--- src/rtl/popcount10_weight_gen.sv ---
// Exhaustive fixed-weight vector generator: emits every N-bit vector with exactly k ones,
// in ascending numeric order, one per valid/ready handshake.
`timescale 1ns/1ps

module popcount10_weight_gen #(
  parameter int N  = 10,
  parameter int KW = 4,
  parameter int IW = 8
) (
  input  logic          clk,
  input  logic          rst_n,
  input  logic          start,
  input  logic [KW-1:0] weight,
  output logic          busy,
  output logic          out_valid,
  input  logic          out_ready,
  output logic [N-1:0]  out_vec,
  output logic [IW-1:0] out_index,
  output logic          out_last,
  output logic          done,
  output logic          err
);

  typedef enum logic [1:0] {IDLE, RUN, DONE} state_t;

  localparam int PW = $clog2(N);

  state_t         state_q, state_d;
  logic [N-1:0]   top_q;
  logic [N-1:0]   low_mask, top_mask;
  logic [N-1:0]   lowest, ripple, run_bits, next_vec;
  logic [PW-1:0]  low_pos;
  logic           weight_ok;

  assign weight_ok = int'(weight) <= N;

  // First vector of the class is k ones bottom-aligned; the last one is the same run top-aligned.
  always_comb begin
    // NOTE: every always_comb output gets a default first so no path leaves it unassigned (no latch).
    low_mask = '0;
    top_mask = '0;
    for (int i = 0; i < N; i++) begin
      if (i < int'(weight))      low_mask[i] = 1'b1;
      if (i >= N - int'(weight)) top_mask[i] = 1'b1;
    end
  end

  // Successor: adding the lowest set bit clears the lowest run and sets the bit above it;
  // the run's remaining L-1 ones are then re-packed at bit 0.
  always_comb begin
    lowest  = out_vec & (~out_vec + N'(1));
    ripple  = out_vec + lowest;
    run_bits = out_vec ^ ripple;
    low_pos = '0;
    for (int i = N - 1; i >= 0; i--) begin
      if (out_vec[i]) low_pos = PW'(i);
    end
    next_vec = ripple | ((run_bits >> 2) >> low_pos);
  end

  always_ff @(posedge clk) begin
    // NOTE: sequential state uses non-blocking assignments so every register sees pre-edge values.
    if (!rst_n) state_q <= IDLE;
    else        state_q <= state_d;
  end

  always_comb begin
    state_d = state_q;
    case (state_q)
      IDLE:    if (start && weight_ok)   state_d = RUN;
      RUN:     if (out_ready && out_last) state_d = DONE;
      DONE:    state_d = IDLE;
      default: state_d = IDLE;
    endcase
  end

  always_comb begin
    busy      = 1'b0;
    out_valid = 1'b0;
    done      = 1'b0;
    case (state_q)
      RUN:  begin busy = 1'b1; out_valid = 1'b1; end
      DONE: begin busy = 1'b1; done = 1'b1; end
      default: ;
    endcase
  end

  always_ff @(posedge clk) begin
    if (!rst_n) begin
      out_vec   <= '0;
      out_index <= '0;
      out_last  <= 1'b0;
      top_q     <= '0;
      err       <= 1'b0;
    end else begin
      err <= 1'b0;
      case (state_q)
        IDLE: begin
          if (start) begin
            if (weight_ok) begin
              out_vec   <= low_mask;
              out_index <= '0;
              out_last  <= (low_mask == top_mask);
              top_q     <= top_mask;
            end else begin
              err <= 1'b1;
            end
          end
        end
        RUN: begin
          // In RUN out_valid is always high, so out_ready alone marks a handshake.
          if (out_ready && !out_last) begin
            out_vec   <= next_vec;
            out_index <= out_index + IW'(1);
            out_last  <= (next_vec == top_q);
          end
        end
        default: ;
      endcase
    end
  end

endmodule

--- config.mk ---
export PLATFORM = sky130hd
export DESIGN_NAME = popcount10_weight_gen
export DESIGN_NICKNAME = d
export VERILOG_FILES = /design/src/rtl/popcount10_weight_gen.sv
export SDC_FILE = /design/constraint.sdc
export NUM_CORES = 1
export LEC_CHECK = 0
export CAP_MARGIN = 25
export CORE_MARGIN = 8
export CORE_UTILIZATION = 40
export DETAILED_ROUTE_END_ITERATION = 12
export GPL_ROUTABILITY_DRIVEN = 0
export GPL_TIMING_DRIVEN = 1
export HOLD_SLACK_MARGIN = 0.02
export PLACE_DENSITY = 0.6
export SLEW_MARGIN = 20
export SYNTH_ARGS = -nofsm -noshare
export SYNTH_HDL_FRONTEND = slang
export SYNTH_SLANG_ARGS = --single-unit
--- constraint.sdc ---
create_clock -name clk -period 2.6 [get_ports clk]
set_input_delay 0.52 -clock clk [delete_from_list [all_inputs] [get_ports clk]]
set_output_delay 0.52 -clock clk [all_outputs]
set_load 0.005 [all_outputs]
==> implementation parameters <==
Parameter                              Value

Floorplanning
  Floorplan die height ... 98.5 microns
  Placeable Area ... 6680 sq um
  Die extent in x ... 98.5 microns
  Starting utilization of the core area ... 40.7%
  Number of top-level pins ... 31
  Placement Rows ... 30
  Die outline area ... 9700 sq um

Synthesis
  Mean instance size in the synthesized netlist ... 7.16 sq um
  Area contributors post-synth ... dfxtp_1, a21oi_1, nor2_1, nand2_1, xor2_1
  Register area share after synthesis ... 23.6%
  Post-synthesis register bit count ... 32
  Top cell type by total area after synthesis ... dfxtp_1
  Number of enable-type register cells in the synthesized netlist ... 0
  Async S/R FF share, synth ... 0%
  Count of different cell masters after synthesis ... 69
  Number of warnings issued by yosys ... 0
  Share of the synthesized area in the top cell type ... 23.6%
  Net count after synthesis ... 397
  Most used flip-flop cell after synthesis ... dfxtp_1
  Gate count of the mapped netlist ... 380
  Mapped Area ... 2720 sq um

Min path
  Worst Hold Depth ... 2
  Classification of the worst-slack hold path ... reg -> reg
  Worst min-delay path startpoint ... top_q[4]$_SDFFE_PN0P_

Drt
  Remaining antenna violation count after routing ... 0
  Wire per inst ... 16.4 microns
  Via-to-Cell Ratio ... 5.80
  Detailed-route via count ... 3174
  Post-Route WL ... 8940 microns
  Detailed-route DRC error count ... 0
  TritonRoute pass-1 iters ... 5
  Iteration-0 DRC count of the detailed router ... 160

Placed design
  Final HPWL DP ... 6920 microns
  Post-DP Area ... 3550 sq um
  IO Port Bufs ... 30
  Post-Place Cells ... 539
  Placement Setup Slack ... -421 ps

Clocking
  Count of clock tree sinks ... 32
  Max Buffers Root-to-Sink ... 2
  H-tree depth ... 2
  Clk_lat worst skew ... 290 ps
  Clock transition time at the flip-flop clock pins of the worst setup and hold paths ... 70 ps
  Root buffer cell ... clkbuf_8
  Hold-fix buffer count after cts ... 0
  Number of buffers inserted during clock tree synthesis ... 5
  Clock tree from TritonCTS ... done

Finish
  Post-route insts no fill ... 547
  Area Overhead vs Synth ... 36.8%
  # diodes ... 0
  Util after Layout ... 55.7%
  Commonest non-fill, non-tap cell in the layout ... buf_4
  # nets final ... 484
  Layout cell share with drive strength beyond 1 ... 22.7%
  Final design area excluding fillers ... 3720 sq um
  Top library cells by usage in the layout, fill and taps aside ... buf_4, nand2_1, nor2_1

Timing
  Highest Clock Rate ... 387 MHz
  Final setup margin ... 18.6 ps
  Sum of negative setup slack ... 0 ps
  Hold Violations, Final ... 0
  Final slew viol count ... 0
  Setup repair after global routing missed its margin ... yes
  Tcrit/Tclk final ... 99.3%
  Slew @ Worst Pin ... 591 ps
  Final Hold Slack ... 472 ps
  Worst-case headroom to the max-slew limit ... 60.1%
  Final-report setup violation count ... 0
  Maximum clock skew at final layout ... 11.1 ps
  Final critical path time including I/O delays and setup ... 2580 ps

Critical path
  Crit path max fanout ... 4
  First element of the critical path ... weight[0]
  Sequence of cells on the critical path ... dlygate4sd2_1 -> ha_2 -> nand4bb_1 -> a21oi_2 -> a31oi_2 -> nor2b_1 -> ha_1 -> o21a_1 -> o21ba_2 -> xnor2_1 -> o41ai_1 -> nand2_1 -> o31ai_2
  R2R depth ... 8
  Required time at the endpoint of the critical path ... 2810 ps
  Start-to-end type of the worst setup path ... in -> reg
  Sort of element at the end of the critical path ... register
  Arrival time of the worst setup path ... 2800 ps
  Crit-path max cell delay ... 300 ps
  Library cell contributing the largest single delay on the critical path ... o41ai_1
  Critical path launch point type ... primary input
  R2r startpoint ... out_vec[6]$_SDFFE_PN0P_

Power and ir drop
  Power density cells ... 744 nW/um^2
  Cell leakage power ... 1.47 nW
  Post-layout total power ... 2.77 mW
  Peak supply drop ... 0.000219 V

GRT
  Via count of the first global-routing pass ... 2974
  GR Overflow Total ... 0
  Maximum number of pins on one net before global-route repair ... 18
  Antenna violations before repair ... 0
  Total GRT Usage ... 18.0%
  First-pass GRT wire length ... 14400 microns

Status
  Status ... complete, no violations

Flow run
  Max-capacitance violation count ... 0
critical path: cells and delay by family:
family | cells | cell delay [ps]
AOI/OAI and AO/OA | 6 | 950
xor gates and xnor gates | 1 | 120
adders and majority gates | 2 | 480
buffers and inverters | 1 | 280
and+or+nand+nor | 3 | 450
path summary, 6_finish.rpt:
path	end	slack [ps]
setup / recovery	out_last$_SDFFE_PN0P_	20
setup reg to reg	out_last$_SDFFE_PN0P_	100
hold reg to reg	top_q[4]$_SDFFE_PN0P_	470
hold / removal	top_q[4]$_SDFFE_PN0P_	470
repair_timing:
action,in CTS,in global routing
hold endpoints to repair,0,0
setup buffers,1,0
endpoints found under the setup margin,1,4
pin swaps,3,2
gates cloned,0,0
resized for setup,4,14
report_power, final:
group          internal, mW  total [mW]  switching [mW]
clock network         0.236       0.420           0.184
logic                 0.774        1.72           0.943
registers             0.554       0.632          0.0780
total                  1.56        2.77            1.21
kinds of logic (layout without fill, tap and decap cells):
| group | count (synthesis) | count (layout) | share of synthesized area [%] |
|---|---|---|---|
| simple gates | 150 | 150 | 26.7 |
| compound gates | 128 | 128 | 31.7 |
| buf+inv | 36 | 123 | 5.57 |
| flops | 32 | 32 | 23.6 |
| xor+xnor | 21 | 21 | 6.76 |
| fa+ha+maj | 9 | 9 | 4.14 |
| mux | 4 | 4 | 1.52 |
flip-flops by register name (all words and copies together), names as in the netlist:
register	count
out_vec	10
top_q	10
out_index	8
state_q	2
err	1
out_last	1
area by class of cell:
class / instances / area [sq um]
fillers: 650 / 2960
multi-input cells: 312 / 1990
repair buffers: 101 / 833
flip-flops and latches: 32 / 643
well taps: 80 / 100
clock buffers: 7 / 96.3
inverters: 15 / 56.3
per-layer routing:
metal | vias up | track usage, % | wire length, microns
li1 | 1563 | - | -
met1 | 1469 | 21.9 | 3980
met2 | 119 | 30.0 | 4240
met3 | 23 | 2.89 | 476
met4 | 0 | 9.09 | 252
met5 | - | 0 | 0
cell usage after synthesis, types with 7 or more instances:
library cell	number
dfxtp_1	32
ha_1	9
a211oi_1	8
nor3_1	10
inv_1	14
nand2_1	42
clkbuf_1	11
a21oi_1	34
nor2_1	43
nand3_1	13
o21ai_0	21
xnor2_1	7
a31oi_1	11
xor2_1	14
(Power assumes the default switching activity.)
